**src/rtl/core_inst_seq_pkg.sv**
```systemverilog
// Shared definitions for the core instruction sequencer: inst word bit map, NOP word, FSM states.
// The optional pause input is enabled by defining CORE_SEQ_PAUSE_EN.
package core_inst_pkg;

    localparam int INST_W = 34;
    localparam int ADDR_W = 11;

    localparam int ACC_BIT      = 33;
    localparam int CEN_PMEM_BIT = 32;
    localparam int WEN_PMEM_BIT = 31;
    localparam int A_PMEM_MSB   = 30;
    localparam int A_PMEM_LSB   = 20;
    localparam int CEN_XMEM_BIT = 19;
    localparam int WEN_XMEM_BIT = 18;
    localparam int A_XMEM_MSB   = 17;
    localparam int A_XMEM_LSB   = 7;
    localparam int OFIFO_RD_BIT = 6;
    localparam int IFIFO_WR_BIT = 5;
    localparam int IFIFO_RD_BIT = 4;
    localparam int L0_RD_BIT    = 3;
    localparam int L0_WR_BIT    = 2;
    localparam int EXECUTE_BIT  = 1;
    localparam int LOAD_BIT     = 0;

    // Memory enables are active-low, so an idle word keeps both memories deselected.
    localparam logic [INST_W-1:0] NOP = (INST_W'(1) << CEN_PMEM_BIT) | (INST_W'(1) << WEN_PMEM_BIT)
                                      | (INST_W'(1) << CEN_XMEM_BIT) | (INST_W'(1) << WEN_XMEM_BIT);

    typedef enum logic [2:0] {
        S_IDLE,
        S_WL0,
        S_WPE,
        S_XL0,
        S_EXE,
        S_OUT,
        S_DONE
    } state_t;

endpackage

```
**src/rtl/core_inst_seq_if.sv**
```systemverilog
// The core's instruction interface: the sequencer drives inst, the core reports OFIFO occupancy on valid.
interface core_inst_seq_if;
    import core_inst_pkg::*;

    // valid = core OFIFO holds at least one word; the sequencer consumes a word by raising
    // ofifo_rd in inst. There is no back-pressure toward the sequencer on inst itself.
    logic [INST_W-1:0] inst;
    logic              valid;

    modport master (output inst, input valid);
    modport slave  (input inst, output valid);

endinterface

```
**src/rtl/core_seq_l0_loader.sv**
```systemverilog
// Read-then-write helper for WL0/XL0: issues count xmem reads from base and the matching
// l0_wr one cycle after each read; a write already in flight completes even while held.
module core_seq_l0_loader
    import core_inst_pkg::*;
#(
    parameter int CNT_W = 6
) (
    input  logic              clk,
    input  logic              reset,
    input  logic              go,
    input  logic              hold,
    input  logic [ADDR_W-1:0] base,
    input  logic [CNT_W-1:0]  count,
    output logic [ADDR_W-1:0] addr,
    output logic              rd,
    output logic              wr,
    output logic              last
);

    logic [CNT_W-1:0] rd_cnt;
    logic             pend_q;

    assign rd   = go && !hold && (rd_cnt < count);
    assign wr   = go && pend_q;
    assign last = go && pend_q && (rd_cnt == count);
    assign addr = base + ADDR_W'(rd_cnt);

    always_ff @(posedge clk) begin
        if (reset || !go || last) begin
            rd_cnt <= '0;
            pend_q <= 1'b0;
        end else begin
            pend_q <= rd;
            rd_cnt <= rd_cnt + CNT_W'(rd);
        end
    end

endmodule

```
**src/rtl/core_inst_seq.sv**
```systemverilog
// Weight-stationary tile sequencer: per kij runs WL0, WPE, XL0, EXE, OUT and issues one
// registered inst word per cycle. Define CORE_SEQ_PAUSE_EN to add the pause input.
module core_inst_seq
    import core_inst_pkg::*;
#(
    parameter int row     = 8,
    parameter int col     = 8,
    parameter int len_kij = 9,
    parameter int len_nij = 36,
    parameter int drain   = 16
) (
    input  logic              clk,
    input  logic              reset,
    input  logic              start,
`ifdef CORE_SEQ_PAUSE_EN
    input  logic              pause,
`endif
    input  logic [ADDR_W-1:0] w_base,
    input  logic [ADDR_W-1:0] x_base,
    input  logic [ADDR_W-1:0] p_base,
    core_inst_seq_if.master   core,
    output logic              busy,
    output logic              done,
    output state_t            dbg_state
);

    // A too-short drain would let the next burst overlap data still moving through the array.
    localparam int SETTLE = (drain < row + col) ? row + col : drain;
    localparam int PH_W   = $clog2(len_nij + col + SETTLE + 1);
    localparam int NIJ_W  = $clog2(len_nij + 1);
    localparam int KIJ_W  = $clog2(len_kij + 1);

    localparam logic [PH_W-1:0]  COL_N     = PH_W'(col);
    localparam logic [PH_W-1:0]  NIJ_N     = PH_W'(len_nij);
    localparam logic [PH_W-1:0]  WPE_END   = PH_W'(col + SETTLE - 1);
    localparam logic [PH_W-1:0]  EXE_END   = PH_W'(len_nij + SETTLE - 1);
    localparam logic [NIJ_W-1:0] OUT_N     = NIJ_W'(len_nij);
    localparam logic [NIJ_W-1:0] OUT_LAST  = NIJ_W'(len_nij - 1);

    state_t            state, state_next;
    logic [INST_W-1:0] inst_q, inst_next;
    logic [KIJ_W-1:0]  kij;
    logic [PH_W-1:0]   ph_cnt;
    logic [NIJ_W-1:0]  rd_cnt, wr_cnt;
    logic              out_pend;
    logic              hold;

`ifdef CORE_SEQ_PAUSE_EN
    assign hold = pause;
`else
    assign hold = 1'b0;
`endif

    logic              ld_go, ld_rd, ld_wr, ld_last;
    logic [ADDR_W-1:0] ld_base, ld_addr;
    logic [PH_W-1:0]   ld_count;
    logic [ADDR_W-1:0] w_blk, p_addr;

    assign w_blk    = w_base + ADDR_W'(int'(kij) * col);
    assign ld_go    = (state == S_WL0) || (state == S_XL0);
    assign ld_base  = (state == S_WL0) ? w_blk : x_base;
    assign ld_count = (state == S_WL0) ? COL_N : NIJ_N;

    core_seq_l0_loader #(.CNT_W(PH_W)) u_loader (
        .clk   (clk),
        .reset (reset),
        .go    (ld_go),
        .hold  (hold),
        .base  (ld_base),
        .count (ld_count),
        .addr  (ld_addr),
        .rd    (ld_rd),
        .wr    (ld_wr),
        .last  (ld_last)
    );

    // OUT: ofifo_rd when valid, then the pmem write one cycle later from out_pend.
    logic out_rd, out_wr, out_last;

    assign out_rd   = (state == S_OUT) && core.valid && !hold && (rd_cnt < OUT_N);
    assign out_wr   = (state == S_OUT) && out_pend;
    assign out_last = out_wr && (wr_cnt == OUT_LAST);
    assign p_addr   = p_base + ADDR_W'(int'(kij) * len_nij) + ADDR_W'(wr_cnt);

    always_comb begin
        state_next = state;
        inst_next  = NOP;
        case (state)
            S_IDLE: begin
                if (start) state_next = S_WL0;
            end
            S_WL0, S_XL0: begin
                if (ld_rd) begin
                    inst_next[CEN_XMEM_BIT]            = 1'b0;
                    inst_next[A_XMEM_MSB:A_XMEM_LSB]   = ld_addr;
                end
                inst_next[L0_WR_BIT] = ld_wr;
                if (ld_last) state_next = (state == S_WL0) ? S_WPE : S_EXE;
            end
            S_WPE: begin
                if (ph_cnt < COL_N) begin
                    inst_next[L0_RD_BIT] = 1'b1;
                    inst_next[LOAD_BIT]  = 1'b1;
                end
                if (ph_cnt == WPE_END) state_next = S_XL0;
            end
            S_EXE: begin
                if (ph_cnt < NIJ_N) begin
                    inst_next[L0_RD_BIT]   = 1'b1;
                    inst_next[EXECUTE_BIT] = 1'b1;
                end
                if (ph_cnt == EXE_END) state_next = S_OUT;
            end
            S_OUT: begin
                inst_next[OFIFO_RD_BIT] = out_rd;
                if (out_wr) begin
                    inst_next[CEN_PMEM_BIT]          = 1'b0;
                    inst_next[WEN_PMEM_BIT]          = 1'b0;
                    inst_next[A_PMEM_MSB:A_PMEM_LSB] = p_addr;
                end
                if (out_last) state_next = (int'(kij) + 1 < len_kij) ? S_WL0 : S_DONE;
            end
            S_DONE: begin
                state_next = S_IDLE;
            end
            default: begin
                state_next = S_IDLE;
            end
        endcase
    end

    always_ff @(posedge clk) begin
        if (reset) begin
            state    <= S_IDLE;
            inst_q   <= NOP;
            kij      <= '0;
            ph_cnt   <= '0;
            rd_cnt   <= '0;
            wr_cnt   <= '0;
            out_pend <= 1'b0;
        end else begin
            state  <= state_next;
            inst_q <= inst_next;

            if ((state == S_WPE || state == S_EXE) && state_next == state)
                ph_cnt <= ph_cnt + PH_W'(1);
            else
                ph_cnt <= '0;

            if (state == S_OUT && !out_last) begin
                out_pend <= out_rd;
                rd_cnt   <= rd_cnt + NIJ_W'(out_rd);
                wr_cnt   <= wr_cnt + NIJ_W'(out_wr);
            end else begin
                out_pend <= 1'b0;
                rd_cnt   <= '0;
                wr_cnt   <= '0;
            end

            if (out_last)
                kij <= kij + KIJ_W'(1);
            else if (state == S_DONE)
                kij <= '0;
        end
    end

    assign core.inst = inst_q;
    assign busy      = (state != S_IDLE) && (state != S_DONE);
    assign done      = (state == S_DONE);
    assign dbg_state = state;

endmodule
```
**src/flat_wrapper.sv**
```systemverilog
// flat-port wrapper written by rule: the top's interface ports become plain ports
module core_inst_seq_flat import core_inst_pkg::*;
#(
    parameter int row     = 8,
    parameter int col     = 8,
    parameter int len_kij = 9,
    parameter int len_nij = 36,
    parameter int drain   = 16
)
  (clk, reset, start, w_base, x_base, p_base, busy, done, dbg_state, core_inst, core_valid);
  core_inst_seq_if core_i ();
  input  logic clk;
  input  logic reset;
  input  logic start;
  input  logic [ADDR_W-1:0] w_base;
  input  logic [ADDR_W-1:0] x_base;
  input  logic [ADDR_W-1:0] p_base;
  output logic busy;
  output logic done;
  output state_t dbg_state;
  output wire logic [$bits(core_i.inst)-1:0] core_inst;
  input wire logic [$bits(core_i.valid)-1:0] core_valid;
  assign core_inst = core_i.inst;
  assign core_i.valid = core_valid;
  core_inst_seq #(.row(row), .col(col), .len_kij(len_kij), .len_nij(len_nij), .drain(drain)) u_core (.clk(clk), .reset(reset), .start(start), .w_base(w_base), .x_base(x_base), .p_base(p_base), .core(core_i), .busy(busy), .done(done), .dbg_state(dbg_state));
endmodule
```
**config.mk**
```make
export PLATFORM = sky130hd
export DESIGN_NAME = core_inst_seq_flat
export DESIGN_NICKNAME = d
export VERILOG_FILES = /design/src/rtl/core_inst_seq_pkg.sv /design/src/rtl/core_inst_seq_if.sv /design/src/rtl/core_seq_l0_loader.sv /design/src/rtl/core_inst_seq.sv /design/src/flat_wrapper.sv
export SDC_FILE = /design/constraint.sdc
export NUM_CORES = 1
export LEC_CHECK = 0
export BUFFER_PORTS_ARGS = -buffer_cell sky130_fd_sc_hd__buf_2
export CAP_MARGIN = 20
export CELL_PAD_IN_SITES_DETAIL_PLACEMENT = 0
export CELL_PAD_IN_SITES_GLOBAL_PLACEMENT = 2
export CORE_ASPECT_RATIO = 0.75
export CORE_MARGIN = 1.5
export CORE_UTILIZATION = 33
export CTS_CLUSTER_DIAMETER = 120
export DETAILED_ROUTE_END_ITERATION = 7
export PLACE_DENSITY = 0.85
export SLEW_MARGIN = 10
export SYNTH_ARGS = -nofsm -noshare
export SYNTH_HDL_FRONTEND = slang
export SYNTH_SLANG_ARGS = --single-unit
```
**constraint.sdc**
```tcl
create_clock -name clk -period 3.5 [get_ports clk]
set_clock_uncertainty 0.15 [all_clocks]
set_input_delay 0.175 -clock clk [delete_from_list [all_inputs] [get_ports clk]]
set_output_delay 0.175 -clock clk [all_outputs]
set_load 0.005 [all_outputs]
```
==> flow_summary.toml, run 1 <==
[run_status]
status = "completed"

[synthesis]
synthTopCellsByArea = "dfxtp_1, ha_1, nor2_1"
ys.flop_type = "dfxtp_1"
synth_largest_area_cell = "dfxtp_1"
ys_seq_elements = 62
synth_mux_area_frac = 0.00559
ys_seq_area_frac = 0.347
synth_edf_count = 0
synthArstFlopShare = 0
synth_top_family_by_area = "simple AND/OR/NAND/NOR gates"
ys_warn_count = 0
synth_xor_area_frac = 0.0783
synth_top_area_share = 0.347
netlist_area_sq_um = 3580
synth.distinct_cells = 56
synth-simple-area-share = 0.226
synth_compound_area_frac = 0.123
synth_fa_ha_area_frac = 0.176
synthCells = 400
synth.avg_cell_area_sq_um = 8.95

[global_route]
grt_max_degree = 18
grt.total_usage = 0.146
grt_pass1_wl_um = 13000
grt_remaining_overflow = 0
antenna_found_initial = 0
grt_pass1_vias = 2736

[placement]
gp_congestion = 0.823
dp_hpwl_um = 6090
preCtsSetupSlack_ns = 0.401
port-buffer-count = 71

[die]
io-pin-count = 76
die_h_um = 93.2
rows = 32
die_area_sq_um = 11500
fp.coreArea_sq_um = 10400
die_w_um = 123
start_util = 0.344

[critical_path]
ff2ff_setup_slack_ns = 0.37
crit_top_cell = "nand2_1"
end_kind = "flop"
start_kind = "flop"
cp_max_fo = 12
critPathArrivalTime_ns = 3.23
critPathTopFamily = "simple AND/OR/NAND/NOR gates"
crit_chain = "or3b_1 -> inv_2 -> nand2_1 -> nand2_1 -> ha_1 -> fa_1 -> a21o_1 -> a21oi_1 -> o21ai_0 -> nand3_1 -> nor3b_2 -> mux2i_1"
cp.depth = 12
critPathKind = "reg -> reg"
cpMaxStageDelayCell = "or3b_1"
crit_buf_inv = 1
slowest_delay_ns = 0.55
crit_required_ns = 3.60
rr_worst_depth = 12

[power]
p_leak_nw = 2.06
p_per_area_nw_per_um2 = 399
max-vdd-ir-drop_mv = 0.189
total_power_mw = 1.73

[sta]
fin_ws_ns = 0.366
timing.fmax_mhz = 319
tns_ns = 0
fin_crit_ns = 3.13
finalHoldViolCount = 0
worstMarginPinSlew_ns = 0.548
finalSetupViolations = 0
finalMaxSlewViolations = 0
relSlewSlack = 0.625
period_share = 0.895
holdWs_ns = 0.0168
rsz0062_at_grt = "false"

[route]
drc = 0
dr.pass1.iters = 4
via_count = 2947
vias_per_cell = 4.81
antenna_left = 0
drt-total-wl_um = 7940
wl_per_cell_um = 13.0
drt_first_iter_violations = 104

[min_path]
holdPathStages = 3
hp-class = "in -> reg"

[cells_and_area]
final_layout_size_suffix_gt1_frac = 0.210
areaGrowthSynthToFinish_pct = 21.4
final_core_util = 0.417
antenna_cells = 0
nets = 556

[clock_tree]
cts_resized = 0
cts-root-buf = "clkbuf_16"
clock_latency_ns = 0.33
cts_buffers = 9
cts_tree = "done"
cts_num_sinks = 62
htreeDepth = 3
post_cts_buffers = 0
ctsHoldBuffers = 0
cts_buffer_depth = 2
path_clk_slew_ns = 0.05

[flow_run]
drv_cap = 0
==> through the flow <==
step,std cells,cell area [sq um]
after floorplan,402,3590
after global placement,598,4050
after detailed placement,598,4050
after CTS,613,4340
after global routing,613,4340
final,613,4340
==> cell type report <==
class / count / area [sq um]
Multi-Input combinational cell: 308 / 2190
Tap cell: 136 / 170
Sequential cell: 62 / 1240
Clock inverter: 4 / 47.5
Fill cell: 1100 / 6070
Inverter: 17 / 63.8
Clock buffer: 11 / 243
Timing Repair Buffer: 75 / 385
==> flip-flops by register name (all words and copies together), names as in the netlist <==
signal,count
u_core.u_loader.pend_q,1
u_core.core.inst,29
u_core.dbg_state,3
u_core.kij,4
u_core.wr_cnt,6
u_core.ph_cnt,6
u_core.rd_cnt,6
u_core.out_pend,1
u_core.u_loader.rd_cnt,6
==> cells in the mapped netlist, types with 6 or more instances <==
cell type	instances
o21ai_0	11
and2_1	10
fa_1	7
inv_1	14
dfxtp_1	62
xnor2_1	17
xor2_1	15
ha_1	39
nand3_1	16
buf_4	6
nand2_1	37
a21oi_1	20
a21o_1	8
clkbuf_1	6
nor2_1	53
==> final timing paths <==
check	end	start
setup / recovery	u_core.core.inst[17]$_SDFF_PP0_	u_core.dbg_state[1]$_SDFF_PP0_
hold / removal	u_core.core.inst[20]$_SDFF_PP0_	p_base[0]
setup reg to reg	u_core.core.inst[17]$_SDFF_PP0_	u_core.dbg_state[1]$_SDFF_PP0_
hold reg to reg	u_core.ph_cnt[0]$_SDFF_PP0_	u_core.ph_cnt[0]$_SDFF_PP0_
==> tightest hold or removal path, delay by kind of cell <==
family,cells,cell delay [ns]
buffers and inverters,1,0.08
AND/OR/NAND/NOR,1,0.10
adder cells (fa/ha/maj),1,0.11
==> cells by family (layout without fill, tap and decap cells) <==
family / Yosys count / after routing
simple gates: 157 / 157
xor+xnor: 32 / 32
buf+inv: 32 / 107
other cells: 2 / 4
mux: 2 / 2
fa+ha+maj: 46 / 46
compound gates: 67 / 67
flops: 62 / 62
==> where the power goes <==
part / leakage, nW / switching (mW) / internal (mW)
logic: 1.41 / 0.0748 / 0.0591
clock network: 0.141 / 0.317 / 0.563
registers: 0.501 / 0.00242 / 0.714
total: 2.06 / 0.394 / 1.34
==> per-layer routing <==
metal	vias up	share of wire	GRT usage	wire length [um]
li1	1526	-	-	-
met1	1353	0.52	0.205	4130
met2	62	0.41	0.211	3250
met3	6	0.062	0.0482	494
met4	0	0.0083	0.0450	66
met5	-	0	0	0
==> cells in the final DEF, fill, tap and decap left out, drive strengths merged, types with 3 or more instances in the layout <==
cell	instances
clkinv	3
a21o	8
and3	4
nand2	37
dfxtp	62
o31ai	3
nor2b	3
nor3b	3
xnor2	17
a211o	4
nor3	5
nand4	3
o211ai	5
nor2	53
xor2	15
o21ai	11
fa	7
or3	5
conb	4
clkbuf	11
nand3	16
a211oi	3
a21oi	20
ha	39
inv	16
buf	75
and2	10
(Power assumes the default switching activity.)
==> run 2: changes to the inputs <==
- BUFFER_PORTS_ARGS: -buffer_cell sky130_fd_sc_hd__buf_2 -> -buffer_cell sky130_fd_sc_hd__buf_4
- HOLD_SLACK_MARGIN: not set -> 0.06
==> flow_summary.toml, run 2 (synthesis results as in run 1) <==
[run_status]
status = "completed"

[critical_path]
slowest_delay_ns = 0.52
critPathArrivalTime_ns = 3.20
critPathLaunch = "u_core.dbg_state[1]$_SDFF_PP0_"
start_kind = "flop"
end_kind = "flop"
critPathKind = "reg -> reg"
crit_top_cell = "nand2_1"
cpMaxStageDelayCell = "or3b_1"
cp_max_fo = 12
crit_chain = "or3b_1 -> inv_2 -> nand2_1 -> nand2_1 -> ha_1 -> fa_1 -> a21o_1 -> a21oi_1 -> o21ai_0 -> nand3_1 -> nor3b_2 -> mux2i_1"
crit_required_ns = 3.61
r2r_start = "u_core.dbg_state[1]$_SDFF_PP0_"

[clock_tree]
cts_num_sinks = 62
htreeDepth = 3
cts_buffer_depth = 2
path_clk_slew_ns = 0.06
cts_buffers = 9
clock_latency_ns = 0.33
post_cts_buffers = 0
cts-root-buf = "clkbuf_16"
cts_tree = "done"

[cells_and_area]
final_layout_size_suffix_gt1_frac = 0.207
largest_reg_flops = 29
layout_commonest_cell = "buf_4"
antenna_cells = 0
layout_common_cells = "buf_4, dfxtp_1, nor2_1"
areaGrowthSynthToFinish_pct = 27.7
fillers = 1069
nets = 561

[sta]
tns_ns = 0
finalHoldViolCount = 0
holdWs_ns = 0.0983
fin_ws_ns = 0.408
period_share = 0.884
finalMaxSlewViolations = 0
fin_crit_ns = 3.09
relSlewSlack = 0.648
rsz0062_at_grt = "false"
timing.fmax_mhz = 323
finalSetupViolations = 0
worstMarginPinSlew_ns = 0.514

[global_route]
grt.total_usage = 0.151
antenna_found_initial = 0
grt_remaining_overflow = 0
grt_max_degree = 18
grt_pass1_wl_um = 13400
grt_pass1_vias = 2815

[power]
max-vdd-ir-drop_mv = 0.212
p_per_area_nw_per_um2 = 382
p_leak_nw = 2.11

[route]
wl_per_cell_um = 12.7
drc = 0
antenna_left = 0
dr.pass1.iters = 4
vias_per_cell = 4.67
drt_first_iter_violations = 88
via_count = 2883
drt-total-wl_um = 7840

[die]
die_h_um = 93.2
rows = 32
start_util = 0.344
die_w_um = 123
die_area_sq_um = 11500
io-pin-count = 76
fp.coreArea_sq_um = 10400

[flow_run]
drv_cap = 0

[min_path]
hp-class = "in -> reg"
min_from = "w_base[0]"

[placement]
dp_hpwl_um = 6050
preCtsSetupSlack_ns = 0.440
gp_congestion = 0.827
port-buffer-count = 71
-- run 2: cell type report --
| cell class | instances | area (sq um) | area share |
|---|---|---|---|
| repair buffers | 80 | 613 | 0.134 |
| multi-input cells | 308 | 2190 | 0.480 |
| well taps | 136 | 170 | 0.0372 |
| flip-flops and latches | 62 | 1240 | 0.272 |
| clock inverters | 4 | 47.5 | 0.0104 |
| inverters | 17 | 63.8 | 0.0140 |
| clock buffers | 11 | 243 | 0.0531 |
-- run 2: final timing paths --
check	endpoint	slack, ns	depth (start not counted)
max reg2reg	u_core.core.inst[17]$_SDFF_PP0_	0.41	12
min	u_core.core.inst[7]$_SDFF_PP0_	0.1	5
max	u_core.core.inst[17]$_SDFF_PP0_	0.41	12
min reg2reg	u_core.ph_cnt[0]$_SDFF_PP0_	0.30	1
-- run 2: repair_timing --
action,4_1_cts,5_1_grt
hold endpoints to repair,13,0
hold buffers,5,0
resized for setup,0,0
-- run 2: power by group --
part	internal [mW]	switching [mW]	leakage [nW]	total (mW)
clock	0.563	0.313	0.141	0.877
combinational	0.0781	0.0749	1.47	0.153
sequential	0.714	0.00256	0.501	0.717
-- run 2: worst max-delay path: cells and delay by family, from the launching register on --
family                     cells  cell delay, ns
DFF                            1            0.38
muxes                          1            0.21
buffers and inverters          1            0.24
and+or+nand+nor                5            1.08
adders and majority gates      2            0.45
AOI/OAI and AO/OA              3            0.50
-- run 2: layer usage --
layer	vias up	GRT usage	share of wire
met3	11	0.0524	0.058
met2	60	0.219	0.41
met5	-	0	0
li1	1539	-	-
met4	0	0.0460	0.013
met1	1273	0.208	0.52
-- run 2: per-stage QoR --
stage / std cells / instance area (sq um) / total power [mW] / util
2_1_floorplan: 402 / 3590 / 0.818 / -
3_3_place_gp: 598 / 4230 / 0.882 / 0.406
3_5_place_dp: 598 / 4230 / 0.881 / 0.406
4_1_cts: 618 / 4570 / 1.77 / 0.439
5_1_grt: 618 / 4570 / 1.82 / 0.439
6_report: 618 / 4570 / 1.75 / 0.439
==> run 3: changes to the inputs <==
- ABC_AREA: not set -> 1
- CORE_UTILIZATION: 33 -> 31
==> flow_summary.toml, run 3 <==
[sta]
tns_ns = 0
finalMaxSlewViolations = 0
finalSetupViolations = 0
relSlewSlack = 0.554
fin_crit_ns = 2.85
period_share = 0.815
worstMarginPinSlew_ns = 0.667
timing.fmax_mhz = 351
rsz0062_at_grt = "false"
finalHoldViolCount = 0

[critical_path]
end_kind = "flop"
start_kind = "flop"
cpMaxStageDelayCell = "fa_1"
critPathKind = "reg -> reg"
rr_worst_depth = 11
crit_end = "u_core.core.inst[15]$_SDFF_PP0_"
reg2reg_to = "u_core.core.inst[15]$_SDFF_PP0_"
critPathArrivalTime_ns = 2.90
cp.depth = 11
crit_required_ns = 3.54
crit_chain = "ha_1 -> fa_1 -> xnor2_1 -> o21ai_0 -> ha_1 -> a21oi_1 -> o21ai_0 -> a21oi_1 -> nor2_4 -> xnor2_1 -> nor2_1"
r2r_start = "u_core.kij[0]$_SDFFE_PP0P_"
critPathLaunch = "u_core.kij[0]$_SDFFE_PP0P_"
crit_buf_inv = 0
cp_max_fo = 8
critPathTopFamily = "adder cells"
slowest_delay_ns = 0.43
ff2ff_setup_slack_ns = 0.65

[die]
fp.coreArea_sq_um = 11700
io-pin-count = 76
die_area_sq_um = 12900
die_h_um = 98.7
die_w_um = 131
start_util = 0.322
rows = 34

[cells_and_area]
layout_common_cells = "nand2_1, buf_4, inv_1"
final_layout_size_suffix_gt1_frac = 0.196
fillers = 1237
antenna_cells = 0
nets = 676
largest_reg_flops = 29
layout_commonest_cell = "nand2_1"
areaGrowthSynthToFinish_pct = 27.5
stdcell_count = 760

[synthesis]
yosys-top-cells-count = "nand2_1, inv_1, dfxtp_1"
synthArstFlopShare = 0
ys.flop_type = "dfxtp_1"
synth.distinct_cells = 36
synth.avg_cell_area_sq_um = 7.36
ys_seq_elements = 62
synth_largest_area_cell = "dfxtp_1"
synth_top_area_share = 0.328
ys_seq_area_frac = 0.328
synth_edf_count = 0
synthCells = 514
synth.most_common_cell = "nand2_1"
ys_warn_count = 0
netlist_area_sq_um = 3780
synthTopCellsByArea = "dfxtp_1, ha_1, nand2_1"

[route]
vias_per_cell = 4.50
drt-total-wl_um = 8790
via_count = 3422
drc = 0
antenna_left = 0
wl_per_cell_um = 11.6
drt_first_iter_violations = 179
dr.pass1.iters = 7

[clock_tree]
cts_tree = "done"
clock_latency_ns = 0.33
htreeDepth = 3
path_clk_slew_ns = 0.06
cts_buffer_depth = 2
cts_num_sinks = 62
cts_buffers = 9
cts-root-buf = "clkbuf_16"
cts_resized = 0

[placement]
dp_hpwl_um = 6880
gp_congestion = 0.840
port-buffer-count = 71
placed_cells = 740

[global_route]
grt_pass1_wl_um = 14800
grt_pass1_vias = 3150
grt.total_usage = 0.146
antenna_found_initial = 0
grt_remaining_overflow = 0
grt_max_degree = 15

[min_path]
hp-class = "in -> reg"

[flow_run]
drv_cap = 0

[power]
p_per_area_nw_per_um2 = 387
p_leak_nw = 2.34
max-vdd-ir-drop_mv = 0.215

[run_status]
status = "completed"
## run 3: cell count changes in the layout (fill, tap and decap cells not counted), moves of 8 or more
cell,previous run,this run
a21oi_1,20,37
and2_1,10,0
inv_1,14,65
nand2_1,37,104
nand2_2,0,8
nand3_1,16,39
nor2_1,53,61
xnor2_1,17,5
xor2_1,15,6
## run 3: stage by stage
stage / utilization / setup WS, ns / hold slack [ns] / total power [mW] / cell area [sq um]
after global placement: 0.380 / 0.687 / 0.280 / 0.912 / 4460
after global routing: 0.411 / 0.415 / 0.130 / 1.96 / 4820
final: 0.411 / 0.647 / 0.102 / 1.87 / 4820
after floorplan: - / 0.850 / 0.210 / 0.845 / 3790
after CTS: 0.411 / 0.661 / 0.0958 / 1.90 / 4820
after detailed placement: 0.380 / 0.672 / 0.289 / 0.912 / 4460
## run 3: worst min path at each step
stage / from / to / depth (start not counted)
4_1_cts: start / u_core.dbg_state[0]$_SDFF_PP0_ / 5
2_1_floorplan: core_valid / u_core.core.inst[6]$_SDFF_PP0_ / 2
3_3_place_gp: u_core.ph_cnt[0]$_SDFF_PP0_ / u_core.ph_cnt[0]$_SDFF_PP0_ / 1
6_report: start / u_core.dbg_state[0]$_SDFF_PP0_ / 5
3_5_place_dp: reset / u_core.kij[3]$_SDFFE_PP0P_ / 2
5_1_grt: start / u_core.dbg_state[0]$_SDFF_PP0_ / 5
## run 3: final cells by class
| cell class | instances | area, sq um | area share |
|---|---|---|---|
| inverters | 69 | 259 | 0.0537 |
| well taps | 162 | 203 | 0.0420 |
| clock buffers | 9 | 225 | 0.0467 |
| clock inverters | 7 | 97.6 | 0.0202 |
| repair buffers | 76 | 581 | 0.120 |
| multi-input cells | 375 | 2220 | 0.460 |
| flip-flops and latches | 62 | 1240 | 0.257 |
## run 3: repair_timing
action	4_1_cts	5_1_grt
setup buffers	0	0
hold buffers	4	0
setup endpoints to repair	0	0
hold endpoints to repair	10	0
## run 3: per-layer routing
metal,up-vias,part of all wire,track usage
li1,1816,-,-
met1,1532,0.52,0.212
met2,64,0.40,0.207
met3,10,0.062,0.0461
met4,0,0.010,0.0414
met5,-,0,0
## run 3: worst reg2reg max path, stage by stage, from the launching register on
cell and delay, ns:
dfxtp_1 0.39, ha_1 0.27, fa_1 0.43, xnor2_1 0.15
o21ai_0 0.17, ha_1 0.29, a21oi_1 0.14, o21ai_0 0.09
a21oi_1 0.34, nor2_4 0.09, xnor2_1 0.15, nor2_1 0.06
## run 3: logic make-up after synthesis
group | after synthesis | synth area share
and+or+nand+nor | 246 | 0.291
buffers and inverters | 79 | 0.0880
AOI/OAI and AO/OA | 68 | 0.0999
DFF | 62 | 0.328
adders and majority gates | 46 | 0.166
xor gates and xnor gates | 11 | 0.0255
other | 2 | 0.00198
## run 3: power by group
part | switching, mW | total (mW) | leakage, nW | internal (mW)
Clock | 0.341 | 0.966 | 0.152 | 0.625
Combinational | 0.0992 | 0.180 | 1.68 | 0.0813
Sequential | 0.00441 | 0.718 | 0.501 | 0.714
Total | 0.445 | 1.87 | 2.34 | 1.42
